<file path="config.mk">
export PLATFORM = sky130hd
export DESIGN_NAME = tcp_rx_tmp_buf_slab_alloc_flat
export DESIGN_NICKNAME = d
export VERILOG_FILES = /design/src/rtl/tcp_rx_tmp_buf_slab_alloc_pkg.sv /design/src/rtl/tcp_rx_tmp_buf_slab_alloc_if.sv /design/src/rtl/tcp_slab_free_fifo.sv /design/src/rtl/tcp_rx_tmp_buf_slab_alloc.sv /design/src/flat_wrapper.sv
export SDC_FILE = /design/constraint.sdc
export NUM_CORES = 1
export LEC_CHECK = 0
export CORE_MARGIN = 2
export CORE_UTILIZATION = 30
export DETAILED_ROUTE_END_ITERATION = 10
export PLACE_DENSITY_LB_ADDON = 0.2
export SYNTH_ARGS = -nofsm -noshare
export SYNTH_HDL_FRONTEND = slang
export SYNTH_HIERARCHICAL = 1
export SYNTH_SLANG_ARGS = --single-unit
</file>
<file path="constraint.sdc">
create_clock -name clk -period 9.65 [get_ports clk]
set_clock_uncertainty 0.2 [all_clocks]
set_input_delay 1.93 -clock clk [delete_from_list [all_inputs] [get_ports clk]]
set_output_delay 1.93 -clock clk [all_outputs]
set_load 0.02 [all_outputs]
</file>
<file path="src/rtl/tcp_rx_tmp_buf_slab_alloc_pkg.sv">
// ----------------------------------------------------------------------------
// tcp_rx_tmp_buf_slab_alloc_pkg
// Shared constants and types for the TCP RX temporary payload buffer slab
// allocator. The RX_TMP_BUF_* constants give the default geometry
// (16 slabs x 2048 B, 64 B MAC lines). slab_alloc_resp_struct bundles one
// allocation result so parser pipelines can carry it as a single field.
// The FSM state constants are shared by the allocator and anything that
// wants to decode its state.
// ----------------------------------------------------------------------------
package tcp_rx_tmp_buf_slab_alloc_pkg;

  localparam int RX_TMP_BUF_NUM_SLABS  = 16;
  localparam int RX_TMP_BUF_SLAB_BYTES = 2048;
  localparam int RX_TMP_BUF_MAC_BYTES  = 64;
  localparam int RX_TMP_BUF_LOW_WATER  = 2;

  localparam int RX_TMP_BUF_SLAB_W       = $clog2(RX_TMP_BUF_NUM_SLABS);
  localparam int RX_TMP_BUF_SLAB_BYTES_W = $clog2(RX_TMP_BUF_SLAB_BYTES);
  localparam int RX_TMP_BUF_ADDR_W       = RX_TMP_BUF_SLAB_W + RX_TMP_BUF_SLAB_BYTES_W;
  localparam int RX_TMP_BUF_LINE_ADDR_W  =
    $clog2(RX_TMP_BUF_NUM_SLABS * RX_TMP_BUF_SLAB_BYTES / RX_TMP_BUF_MAC_BYTES);
  localparam int RX_TMP_BUF_CNT_W        = RX_TMP_BUF_SLAB_W + 1;

  // Allocator FSM states.
  localparam logic [0:0] ST_INIT  = 1'b0;
  localparam logic [0:0] ST_READY = 1'b1;

  // One allocation result at the default geometry.
  typedef struct packed {
    logic [RX_TMP_BUF_SLAB_W-1:0]      slab;
    logic [RX_TMP_BUF_ADDR_W-1:0]      byte_addr;
    logic [RX_TMP_BUF_LINE_ADDR_W-1:0] line_addr;
  } slab_alloc_resp_struct;

endpackage

</file>
<file path="src/rtl/tcp_rx_tmp_buf_slab_alloc_if.sv">
// ----------------------------------------------------------------------------
// tcp_rx_tmp_buf_slab_alloc_if
// Bundles the allocate/free handshakes and status outputs of the slab
// allocator.
//   slave  : the allocator (offers slabs, accepts frees, reports status)
//   master : the consumer side (parser takes slabs, drain logic frees them)
// Signals:
//   alloc_val/alloc_rdy/alloc_slab/alloc_byte_addr/alloc_line_addr
//   free_val/free_slab/free_rdy
//   free_cnt, almost_empty, init_done, err_double_free, err_pulse
// ----------------------------------------------------------------------------
interface tcp_rx_tmp_buf_slab_alloc_if
  import tcp_rx_tmp_buf_slab_alloc_pkg::*;
#(
  parameter int SLAB_W      = RX_TMP_BUF_SLAB_W,
  parameter int ADDR_W      = RX_TMP_BUF_ADDR_W,
  parameter int LINE_ADDR_W = RX_TMP_BUF_LINE_ADDR_W,
  parameter int CNT_W       = RX_TMP_BUF_CNT_W
);

  logic                   alloc_val;
  logic                   alloc_rdy;
  logic [SLAB_W-1:0]      alloc_slab;
  logic [ADDR_W-1:0]      alloc_byte_addr;
  logic [LINE_ADDR_W-1:0] alloc_line_addr;
  logic                   free_val;
  logic [SLAB_W-1:0]      free_slab;
  logic                   free_rdy;
  logic [CNT_W-1:0]       free_cnt;
  logic                   almost_empty;
  logic                   init_done;
  logic                   err_double_free;
  logic                   err_pulse;

  modport slave (
    output alloc_val, alloc_slab, alloc_byte_addr, alloc_line_addr,
    output free_rdy, free_cnt, almost_empty, init_done,
    output err_double_free, err_pulse,
    input  alloc_rdy, free_val, free_slab
  );

  modport master (
    input  alloc_val, alloc_slab, alloc_byte_addr, alloc_line_addr,
    input  free_rdy, free_cnt, almost_empty, init_done,
    input  err_double_free, err_pulse,
    output alloc_rdy, free_val, free_slab
  );

endinterface

</file>
<file path="src/rtl/tcp_slab_free_fifo.sv">
// ----------------------------------------------------------------------------
// tcp_slab_free_fifo
// Circular FIFO holding free slab indices. DEPTH entries of W bits with
// head/tail pointers and an occupancy count. The single write port is
// shared by the initial fill and by slab frees; the owner guarantees that
// it never writes when full or reads when empty.
// Ports:
//   clk, rst         clock, async active-high reset (pointers/count only)
//   wr_en, wr_data   push one index at tail
//   rd_en            pop the index at head
//   head_data        index currently at head (valid when count != 0)
//   count            registered occupancy
//   count_next       occupancy after this cycle's push/pop
// ----------------------------------------------------------------------------
module tcp_slab_free_fifo
  import tcp_rx_tmp_buf_slab_alloc_pkg::*;
#(
  parameter int DEPTH = RX_TMP_BUF_NUM_SLABS,
  parameter int W     = RX_TMP_BUF_SLAB_W
) (
  input  logic                     clk,
  input  logic                     rst,
  input  logic                     wr_en,
  input  logic [W-1:0]             wr_data,
  input  logic                     rd_en,
  output logic [W-1:0]             head_data,
  output logic [$clog2(DEPTH):0]   count,
  output logic [$clog2(DEPTH):0]   count_next
);

  localparam int PTR_W = $clog2(DEPTH);
  localparam int CNT_W = PTR_W + 1;

  logic [W-1:0]     mem_q [DEPTH];
  logic [PTR_W-1:0] head_q, head_d;
  logic [PTR_W-1:0] tail_q, tail_d;
  logic [CNT_W-1:0] count_q, count_d;

  // DEPTH is a power of two, so pointers wrap by plain overflow.
  always_comb begin
    head_d  = head_q;
    tail_d  = tail_q;
    count_d = count_q;
    if (rd_en) head_d = head_q + 1'b1;
    if (wr_en) tail_d = tail_q + 1'b1;
    case ({wr_en, rd_en})
      2'b10:   count_d = count_q + CNT_W'(1);
      2'b01:   count_d = count_q - CNT_W'(1);
      default: count_d = count_q;
    endcase
  end

  always_ff @(posedge clk or posedge rst) begin
    if (rst) begin
      head_q  <= '0;
      tail_q  <= '0;
      count_q <= '0;
    end else begin
      head_q  <= head_d;
      tail_q  <= tail_d;
      count_q <= count_d;
    end
  end

  // Storage is not reset: every entry is rewritten by the fill after reset
  // before it can be read.
  always_ff @(posedge clk) begin
    if (wr_en) mem_q[tail_q] <= wr_data;
  end

  assign head_data  = mem_q[head_q];
  assign count      = count_q;
  assign count_next = count_d;

endmodule

</file>
<file path="src/rtl/tcp_rx_tmp_buf_slab_alloc.sv">
// ----------------------------------------------------------------------------
// tcp_rx_tmp_buf_slab_alloc
// Slab allocator for the TCP RX temporary payload buffer. After reset it
// fills a free-list FIFO with slabs 0..NUM_SLABS-1 (one per cycle), then
// offers the head slab to the parser and takes slabs back from the drain
// logic. An in_use bitmap rejects frees of slabs that are not allocated.
// Ports:
//   clk, rst  clock, async active-high reset
//   bus       slave side of tcp_rx_tmp_buf_slab_alloc_if:
//             alloc_val/alloc_rdy/alloc_slab/alloc_byte_addr/alloc_line_addr,
//             free_val/free_slab/free_rdy, free_cnt, almost_empty,
//             init_done, err_double_free, err_pulse
// ----------------------------------------------------------------------------
module tcp_rx_tmp_buf_slab_alloc
  import tcp_rx_tmp_buf_slab_alloc_pkg::*;
#(
  parameter int NUM_SLABS  = RX_TMP_BUF_NUM_SLABS,
  parameter int SLAB_BYTES = RX_TMP_BUF_SLAB_BYTES,
  parameter int MAC_BYTES  = RX_TMP_BUF_MAC_BYTES,
  parameter int LOW_WATER  = RX_TMP_BUF_LOW_WATER
) (
  input logic                        clk,
  input logic                        rst,
  tcp_rx_tmp_buf_slab_alloc_if.slave bus
);

  localparam int SLAB_W       = $clog2(NUM_SLABS);
  localparam int SLAB_BYTES_W = $clog2(SLAB_BYTES);
  localparam int ADDR_W       = SLAB_W + SLAB_BYTES_W;
  localparam int MAC_W        = $clog2(MAC_BYTES);
  localparam int LINE_ADDR_W  = ADDR_W - MAC_W;
  localparam int CNT_W        = SLAB_W + 1;

  logic [0:0]           state_q, state_d;
  logic [SLAB_W-1:0]    fill_q, fill_d;
  logic [NUM_SLABS-1:0] in_use_q, in_use_d;
  logic                 err_sticky_q, err_sticky_d;
  logic                 err_pulse_q, err_pulse_d;
  logic                 almost_empty_q, almost_empty_d;

  logic                 fifo_wr_en;
  logic [SLAB_W-1:0]    fifo_wr_data;
  logic                 fifo_rd_en;
  logic [SLAB_W-1:0]    fifo_head;
  logic [CNT_W-1:0]     fifo_count;
  logic [CNT_W-1:0]     fifo_count_next;

  logic                 ready;
  logic                 alloc_val;
  logic                 alloc_fire;
  logic [SLAB_W-1:0]    alloc_slab;
  logic [ADDR_W-1:0]    byte_addr;

  tcp_slab_free_fifo #(
    .DEPTH (NUM_SLABS),
    .W     (SLAB_W)
  ) u_free_fifo (
    .clk        (clk),
    .rst        (rst),
    .wr_en      (fifo_wr_en),
    .wr_data    (fifo_wr_data),
    .rd_en      (fifo_rd_en),
    .head_data  (fifo_head),
    .count      (fifo_count),
    .count_next (fifo_count_next)
  );

  // The offer depends only on registered state; the head slab is forced to
  // zero while nothing is offered so outputs stay clean through reset/INIT.
  always_comb begin
    ready      = (state_q == ST_READY);
    alloc_val  = ready && (fifo_count != '0);
    alloc_fire = alloc_val && bus.alloc_rdy;
    alloc_slab = alloc_val ? fifo_head : '0;
    byte_addr  = {alloc_slab, {SLAB_BYTES_W{1'b0}}};
  end

  // INIT pushes the fill pointer each cycle; READY arbitrates handshakes.
  // The in_use lookup uses pre-cycle state, so freeing the slab allocated in
  // the same cycle is rejected as a double free.
  always_comb begin
    state_d        = state_q;
    fill_d         = fill_q;
    in_use_d       = in_use_q;
    err_sticky_d   = err_sticky_q;
    err_pulse_d    = 1'b0;
    fifo_wr_en     = 1'b0;
    fifo_wr_data   = '0;
    fifo_rd_en     = 1'b0;

    if (!ready) begin
      fifo_wr_en   = 1'b1;
      fifo_wr_data = fill_q;
      fill_d       = fill_q + 1'b1;
      if (fill_q == SLAB_W'(NUM_SLABS - 1)) state_d = ST_READY;
    end else begin
      if (alloc_fire) begin
        fifo_rd_en           = 1'b1;
        in_use_d[alloc_slab] = 1'b1;
      end
      if (bus.free_val) begin
        if (in_use_q[bus.free_slab]) begin
          fifo_wr_en              = 1'b1;
          fifo_wr_data            = bus.free_slab;
          in_use_d[bus.free_slab] = 1'b0;
        end else begin
          err_pulse_d  = 1'b1;
          err_sticky_d = 1'b1;
        end
      end
    end

    almost_empty_d = (fifo_count_next <= CNT_W'(LOW_WATER));
  end

  always_ff @(posedge clk or posedge rst) begin
    if (rst) begin
      state_q        <= ST_INIT;
      fill_q         <= '0;
      in_use_q       <= '0;
      err_sticky_q   <= 1'b0;
      err_pulse_q    <= 1'b0;
      almost_empty_q <= 1'b1;
    end else begin
      state_q        <= state_d;
      fill_q         <= fill_d;
      in_use_q       <= in_use_d;
      err_sticky_q   <= err_sticky_d;
      err_pulse_q    <= err_pulse_d;
      almost_empty_q <= almost_empty_d;
    end
  end

  assign bus.alloc_val       = alloc_val;
  assign bus.alloc_slab      = alloc_slab;
  assign bus.alloc_byte_addr = byte_addr;
  assign bus.alloc_line_addr = byte_addr[ADDR_W-1:MAC_W];
  assign bus.free_rdy        = ready;
  assign bus.free_cnt        = fifo_count;
  assign bus.almost_empty    = almost_empty_q;
  assign bus.init_done       = ready;
  assign bus.err_double_free = err_sticky_q;
  assign bus.err_pulse       = err_pulse_q;

endmodule

</file>
<file path="src/flat_wrapper.sv">
// flat-port wrapper written by rule: the top's interface ports become plain ports
module tcp_rx_tmp_buf_slab_alloc_flat import tcp_rx_tmp_buf_slab_alloc_pkg::*;
#(
  parameter int NUM_SLABS  = RX_TMP_BUF_NUM_SLABS,
  parameter int SLAB_BYTES = RX_TMP_BUF_SLAB_BYTES,
  parameter int MAC_BYTES  = RX_TMP_BUF_MAC_BYTES,
  parameter int LOW_WATER  = RX_TMP_BUF_LOW_WATER
)
  (clk, rst, bus_alloc_val, bus_alloc_slab, bus_alloc_byte_addr, bus_alloc_line_addr, bus_free_rdy, bus_free_cnt, bus_almost_empty, bus_init_done, bus_err_double_free, bus_err_pulse, bus_alloc_rdy, bus_free_val, bus_free_slab);
  tcp_rx_tmp_buf_slab_alloc_if #(.SLAB_W((4)), .ADDR_W((15)), .LINE_ADDR_W((9)), .CNT_W((5))) bus_i ();
  input logic clk;
  input logic rst;
  output wire logic [$bits(bus_i.alloc_val)-1:0] bus_alloc_val;
  output wire logic [$bits(bus_i.alloc_slab)-1:0] bus_alloc_slab;
  output wire logic [$bits(bus_i.alloc_byte_addr)-1:0] bus_alloc_byte_addr;
  output wire logic [$bits(bus_i.alloc_line_addr)-1:0] bus_alloc_line_addr;
  output wire logic [$bits(bus_i.free_rdy)-1:0] bus_free_rdy;
  output wire logic [$bits(bus_i.free_cnt)-1:0] bus_free_cnt;
  output wire logic [$bits(bus_i.almost_empty)-1:0] bus_almost_empty;
  output wire logic [$bits(bus_i.init_done)-1:0] bus_init_done;
  output wire logic [$bits(bus_i.err_double_free)-1:0] bus_err_double_free;
  output wire logic [$bits(bus_i.err_pulse)-1:0] bus_err_pulse;
  input wire logic [$bits(bus_i.alloc_rdy)-1:0] bus_alloc_rdy;
  input wire logic [$bits(bus_i.free_val)-1:0] bus_free_val;
  input wire logic [$bits(bus_i.free_slab)-1:0] bus_free_slab;
  assign bus_alloc_val = bus_i.alloc_val;
  assign bus_alloc_slab = bus_i.alloc_slab;
  assign bus_alloc_byte_addr = bus_i.alloc_byte_addr;
  assign bus_alloc_line_addr = bus_i.alloc_line_addr;
  assign bus_free_rdy = bus_i.free_rdy;
  assign bus_free_cnt = bus_i.free_cnt;
  assign bus_almost_empty = bus_i.almost_empty;
  assign bus_init_done = bus_i.init_done;
  assign bus_err_double_free = bus_i.err_double_free;
  assign bus_err_pulse = bus_i.err_pulse;
  assign bus_i.alloc_rdy = bus_alloc_rdy;
  assign bus_i.free_val = bus_free_val;
  assign bus_i.free_slab = bus_free_slab;
  tcp_rx_tmp_buf_slab_alloc #(.NUM_SLABS(NUM_SLABS), .SLAB_BYTES(SLAB_BYTES), .MAC_BYTES(MAC_BYTES), .LOW_WATER(LOW_WATER)) u_core (.clk(clk), .rst(rst), .bus(bus_i));
endmodule
</file>
* Yosys cells after proc, flatten, opt, wreduce, memory -nomap -nowiden *
Memory sizes are Yosys's and may differ from the RTL's.
Cells that the tools add are included.

cells by class
  $add $sub $neg = 5
  equal/unequal tests = 3
  bitwise gates (word level) = 4
  muxes and demuxes = 27
  reductions and logical operators = 6
  $lt $le $gt $ge = 5

operators with widths
  kind                                                                                 number
  16-bit two-way mux                                                                   4
  16-bit bitwise AND                                                                   1
  4-bit two-way mux                                                                    4
  16-bit inverter                                                                      1
  16-bit OR                                                                            1
  1-bit two-way mux                                                                    15
  4-bit by 1-bit adder with 4-bit output, second input constant                        3
  4-bit by 5-bit < comparator with 1-bit output, second input constant                 2
  5-bit one-hot mux with 2 select lines                                                1
  1-bit demux with 4-bit select                                                        2
  4-bit by 1-bit greater-or-equal comparator with 1-bit output, second input constant  2
  5-bit by 1-bit adder with 5-bit output, second input constant                        1
  5-bit by 2-bit <= comparator with 1-bit output, second input constant                1
  5-bit nonzero test                                                                   1
  5-bit by 1-bit subtractor with 5-bit output, second input constant                   1
  1-bit binary-select mux with 4-bit select                                            1
  4-bit == test, second input constant                                                 1
  1-bit logical AND                                                                    4
  3-bit AND reduction                                                                  1
  2-bit by 1-bit == test with 1-bit output, second input constant                      1
  2-bit == test, second input constant                                                 1
  1-bit inverter                                                                       1

storage, ports and cells
  output and inout bits = 39
  input bits = 8
  register bits after elaboration = 37
  memory bits (writable) = 64
  logic and storage cells = 60
  memories kept = 1

memory list
  memory                    depth  width  rd ports  clocked after Yosys merged registers in  write ports  RTL line                  text
  u_core.u_free_fifo.mem_q  16     4      1         0                                        1            tcp_slab_free_fifo.sv:34  logic [W-1:0] mem_q [DEPTH];

* Longest topological paths before layout *
  depth in word-level cells = 13
  mapped depth = 17
  depth with buffers taken out = 14

* Modules after synthesis *
Netlist, hierarchy kept.

modules (own cells, without submodules)
  module                     area each (um2)  times used  sequential area each (um2)  cells an instance
  tcp_slab_free_fifo         3,279.4          1           2,247.2                     189
  tcp_rx_tmp_buf_slab_alloc  1,524.0          1           601.8                       161

* Worst setup path after synthesis *
Ideal clock, no wire load.

  path kind = in2reg
  start = in bus_free_slab[1]
  end = reg u_core.almost_empty_q (netlist: u_core/bus.almost_empty)
  setup time = 0.122 ns
  stages on the path = 17
  buffers on the path = 3
  data required time = 9.328 ns
  path slack = 4.493 ns
  arrival = 4.835 ns
  cell sequence = buf_4 > mux2_2 > o221ai_1 > nor2_1 > nor2_1 > nand2_1 > clkbuf_1 > inv_1 > ha_1 > clkbuf_1 > xor2_1 > ha_1 > nor2b_1 > a31oi_1 > o32ai_1 > xor2_1 > a2111oi_0

between the ends
  longest elaborated chain between the ends = 8
  elaborated cells on any way between the ends = 9
  classes of those cells = 1 x order compare; 2 x eq/ne; 6 x mux

RTL lines
  element                                                                           RTL line                          text
  start: declaration                                                                flat_wrapper.sv:25                input wire logic [$bits(bus_i.free_slab)-1:0] bus_free_slab;
  1-bit binary-select mux with 4-bit select *                                       tcp_rx_tmp_buf_slab_alloc.sv:102  if (in_use_q[bus.free_slab]) begin
  1-bit two-way mux (implied by the code) *                                         tcp_rx_tmp_buf_slab_alloc.sv:102
  1-bit two-way mux *                                                               tcp_rx_tmp_buf_slab_alloc.sv:102
  1-bit two-way mux *                                                               tcp_rx_tmp_buf_slab_alloc.sv:101  if (bus.free_val) begin
  1-bit two-way mux *                                                               tcp_rx_tmp_buf_slab_alloc.sv:91   if (!ready) begin
  net u_core.fifo_wr_en                                                             tcp_rx_tmp_buf_slab_alloc.sv:41   logic fifo_wr_en;
  2-bit by 1-bit == test with 1-bit output / 2-bit == test (equally long branches)  tcp_slab_free_fifo.sv:46          case ({wr_en, rd_en})
  5-bit one-hot mux with 2 select lines *                                           tcp_slab_free_fifo.sv:46
  net u_core.fifo_count_next[4]                                                     tcp_rx_tmp_buf_slab_alloc.sv:46   logic [CNT_W-1:0] fifo_count_next;
  5-bit by 2-bit <= comparator with 1-bit output *                                  tcp_rx_tmp_buf_slab_alloc.sv:113  almost_empty_d = (fifo_count_next <= CNT_W'(LOW_WATER));
  net u_core.almost_empty_d                                                         tcp_rx_tmp_buf_slab_alloc.sv:39   logic almost_empty_q, almost_empty_d;
  end signal: assignment                                                            tcp_rx_tmp_buf_slab_alloc.sv:130  almost_empty_q <= almost_empty_d;
  end: declaration                                                                  tcp_rx_tmp_buf_slab_alloc.sv:39

Mark *: on every way through the listed nets, which the timed path passes. The rest lies on a longest branch. The select of a mux whose other input is x is not followed.
A chain may end at the register's enable or synchronous reset.

* Worst setup path in the final report *
Ends and elaborated chain as after synthesis.

==> insert_results.sql <==
INSERT INTO impl_metrics (metric_group, metric, value, unit) VALUES
('floorplanning', 'placement_rows', '46', ''),
('placed_design', 'detailed_place.area', '0.005174', 'mm^2'),
('clock_tree', 'tritoncts_clock_tree', 'yes', ''),
('placed_design', 'gpl.final_weighted_congestion', '0.8322', ''),
('drt', 'num_vias', '2785', ''),
('drt', 'drcViolationCount', '0', ''),
('floorplanning', 'core', '0.01577', 'mm^2'),
('clock_tree', 'post_cts.resized_instances', '0', ''),
('power_and_ir_drop', 'total_leakage_power', '0.002024', 'uW'),
('clock_tree', 'cts.root.buffer_cell', 'clkbuf_16', ''),
('clock_tree', 'number_of_h_tree_levels', '3', ''),
('placed_design', 'post-dp-hpwl', '6702', 'um'),
('layout', 'layout.core_utilization', '34.63', '%'),
('clock_tree', 'clock_tree.buffer_depth', '2', ''),
('timing', 'period_needed', '5.967', 'ns'),
('timing', 'maximum_clock_frequency', '167.6', 'MHz'),
('setup_path', 'worstSetupPathType', 'input pin to flip-flop', ''),
('floorplanning', 'fp.dieArea', '0.01704', 'mm^2'),
('layout', 'n_antenna_cell', '0', ''),
('timing', 'setup_tns', '0', 'ns'),
('setup_path', 'max_stage_delay', '0.84', 'ns'),
('yosys', 'post_synth.cell_area_avg', '13.72', 'um^2'),
('floorplanning', 'chipHeight', '130.5', 'um'),
('setup_path', 'worstSetupEndpointType', 'flip-flop', ''),
('drt', 'viasPerCell', '4.712', ''),
('clock_tree', 'worstSkewPairLatency', '0.35', 'ns'),
('timing', 'drv_slew', '0', ''),
('clock_tree', 'tritoncts.num_buffers', '9', ''),
('setup_path', 'worst_setup_path_start_kind', 'input pin', ''),
('global_route', 'grt.overflow.total', '0', ''),
('yosys', 'synth-edff-count', '64', ''),
('drt', 'drt_wl_total', '9697', 'um'),
('yosys', 'synth_async_sr_flop_share', '36.63', '%'),
('clock_tree', 'cts_num_sinks', '101', ''),
('clock_tree', 'post-cts-setup-buffer-count', '0', ''),
('drt', 'detail-route-antenna-nets', '0', ''),
('layout', 'area_growth_syn_to_layout', '13.70', '%'),
('yosys', 'synth_cell_types', '51', ''),
('placed_design', 'placement.io_buffers', '30', ''),
('timing', 'rsz0062_at_grt', 'no', ''),
('global_route', 'grt_start_max_net_pins', '25', ''),
('floorplanning', 'design.portCount', '47', ''),
('power_and_ir_drop', 'worst_case_vdd_ir_drop', '0.1501', 'mV'),
('timing', 'worst-slew-pin-transition', '1.181', 'ns'),
('layout', 'fin_nets', '387', ''),
('setup_path', 'critical_path_peak_fanout', '13', ''),
('global_route', 'grt_pass1_vias', '2814', ''),
('global_route', 'grt_util_all_layers', '12.14', '%'),
('layout', 'drive_gt1_share', '12.53', '%'),
('outcome', 'run_status', 'complete, no violations', ''),
('setup_path', 'cell_chain_critical_path', 'clkdlybuf4s50_1, mux2_2, a2bb2oi_1, and3_1, nor2_1, nand2_1, inv_1, ha_1, xor2_1, ha_1, nor2b_1, a31oi_1, o32ai_1, xor2_1, a2111oi_0', ''),
('timing', 'final.period_utilization', '61.84', '%'),
('yosys', 'cell_area_synth', '0.004803', 'mm^2'),
('timing', 'report.final.hold_viol_count', '0', ''),
('drt', 'detail_route.first_pass.iterations', '4', ''),
('layout', 'final_area', '0.005461', 'mm^2'),
('yosys', 'dominantRegCellSynth', 'edfxtp_1', ''),
('clock_tree', 'holdBufCountCts', '0', ''),
('yosys', 'post_synth_inst_count', '350', ''),
('run', 'max_cap_violations', '0', ''),
('timing', 'final_critical_path_setup_slack', '3.683', 'ns'),
('setup_path', 'timing.critical_path.required', '9.66', 'ns'),
('drt', 'dr.first_iter.drc_count', '229', ''),
('setup_path', 'worstPathArrival', '5.98', 'ns'),
('floorplanning', 'initial_utilization', '30.46', '%'),
('drt', 'detail_route.wl_per_cell', '16.41', 'um'),
('yosys', 'ys_seq_elements', '101', ''),
('yosys', 'ys.warnings.count', '6', ''),
('setup_path', 'slowest_stage', 'clkdlybuf4s50_1', ''),
('timing', 'setup_violations', '0', ''),
('clock_tree', 'clk_pin_slew', '0.07', 'ns'),
('power_and_ir_drop', 'p_per_area', '308.8', 'mW/mm^2'),
('hold_path', 'worstHoldPathType', 'flip-flop to flip-flop', ''),
('timing', 'slew_headroom', '21.29', '%'),
('floorplanning', 'die-width', '130.5', 'um'),
('placed_design', 'dpl_worst_slack', '3.286', 'ns'),
('global_route', 'antenna_found_initial', '0', ''),
('global_route', 'grt_first_pass_wirelength', '15260', 'um'),
('yosys', 'sequential_share_of_the_synthesized_area', '59.31', '%');
[per-stage QoR]
| step | hold WS [ns] | instances | total power, uW |
|---|---|---|---|
| after floorplan | 0.2692 | 365 | 1153 |
| after global placement | 0.2498 | 575 | 1342 |
| after detailed placement | 0.2632 | 575 | 1350 |
| after CTS | 0.2812 | 591 | 1707 |
| after global routing | 0.2990 | 591 | 1796 |
| final | 0.2778 | 591 | 1686 |
[critical path, delay by kind of cell]
family,cells,cell delay (ns)
AND/OR/NAND/NOR,4,0.86
multiplexers,1,0.40
buffers and inverters,2,1.05
AO/OA/AOI/OAI,4,0.88
XOR/XNOR,2,0.31
adder cells (fa/ha/maj),2,0.54
[power by group]
| part | internal (uW) | switching, uW | leakage [uW] |
|---|---|---|---|
| clock | 181 | 168 | 0.000139 |
| combinational | 316 | 392 | 0.000858 |
| sequential | 545 | 83.7 | 0.00103 |
[cells in the final DEF (no fill, tap or decap), drive strengths merged, types with 7 or more instances in the layout]
cell | Yosys | layout
inv | 9 | 14
dfrtp | 36 | 36
mux2 | 7 | 7
xnor2 | 8 | 8
a21oi | 26 | 26
nand3 | 10 | 10
mux4 | 16 | 16
and2 | 24 | 24
ha | 9 | 9
clkdlybuf4s50 | 0 | 30
edfxtp | 64 | 64
nor2b | 9 | 9
xor2 | 7 | 7
clkbuf | 7 | 9
conb | 1 | 16
nor2 | 11 | 11
nand2 | 17 | 17
a31oi | 7 | 7
[layer usage]
metal  wire (um)  track usage [%]
met5           0                0
met4         151            6.133
met3         450            2.647
met2        4625            19.18
met1        4470            15.84
[synth_stat cells (8+ instances only)]
master    instances  area (um^2)
nand3_1          10        50.05
inv_1             9        33.78
and2_1           19        118.9
xnor2_1           8        70.07
nand2_1          17        63.81
nor2b_1           9        56.30
mux4_2           10        225.2
ha_1              9        112.6
nor2_1           11        41.29
edfxtp_1         64         1922
a21oi_1          26        130.1
buf_4            26        195.2
dfrtp_1          36        900.9
[area by class of cell]
type,count,area [um^2]
Tap cell,216,270.3
Inverter,9,33.78
Timing Repair Buffer,33,322.8
Multi-Input combinational cell,216,1698
Clock buffer,9,225.2
Sequential cell,101,2849
Clock inverter,7,62.56
Fill cell,1563,10310
[state kept, by name (all words and copies together), names as in the netlist, 4 cells and up]
name,flops
u_core/fill_q,4
u_core/u_free_fifo/mem_q,64
u_core/u_free_fifo/tail_q,4
u_core/u_free_fifo/count,5
u_core/in_use_q,16
u_core/u_free_fifo/head_q,4
[logic make-up (layout without fill, tap and decap cells)]
family,after synthesis,after routing,synth area share [%]
fa+ha+maj,9,9,2.344
flops,101,101,59.31
simple gates,92,92,10.55
mux,28,28,10.65
compound gates,56,56,7.815
other cells,1,16,0.07807
xor+xnor,15,15,2.735
buf+inv,48,58,6.512
[final timing paths]
| check | from | depth (start not counted) | slack [ns] | end |
|---|---|---|---|---|
| max | bus_free_slab[1] | 15 | 3.68 | u_core/bus.almost_empty |
| min | u_core/bus.err_double_free | 1 | 0.28 | u_core/bus.err_double_free |
| max reg2reg | u_core/in_use_q[3] | 14 | 5.86 | u_core/bus.almost_empty |
| min reg2reg | u_core/bus.err_double_free | 1 | 0.28 | u_core/bus.err_double_free |
| max in group asynchronous | rst | 2 | 6.73 | u_core/in_use_q[14] |
| min in group asynchronous | rst | 2 | 1.75 | u_core/u_free_fifo/count[0] |
No activity file was read; power rests on OpenSTA's default activity.
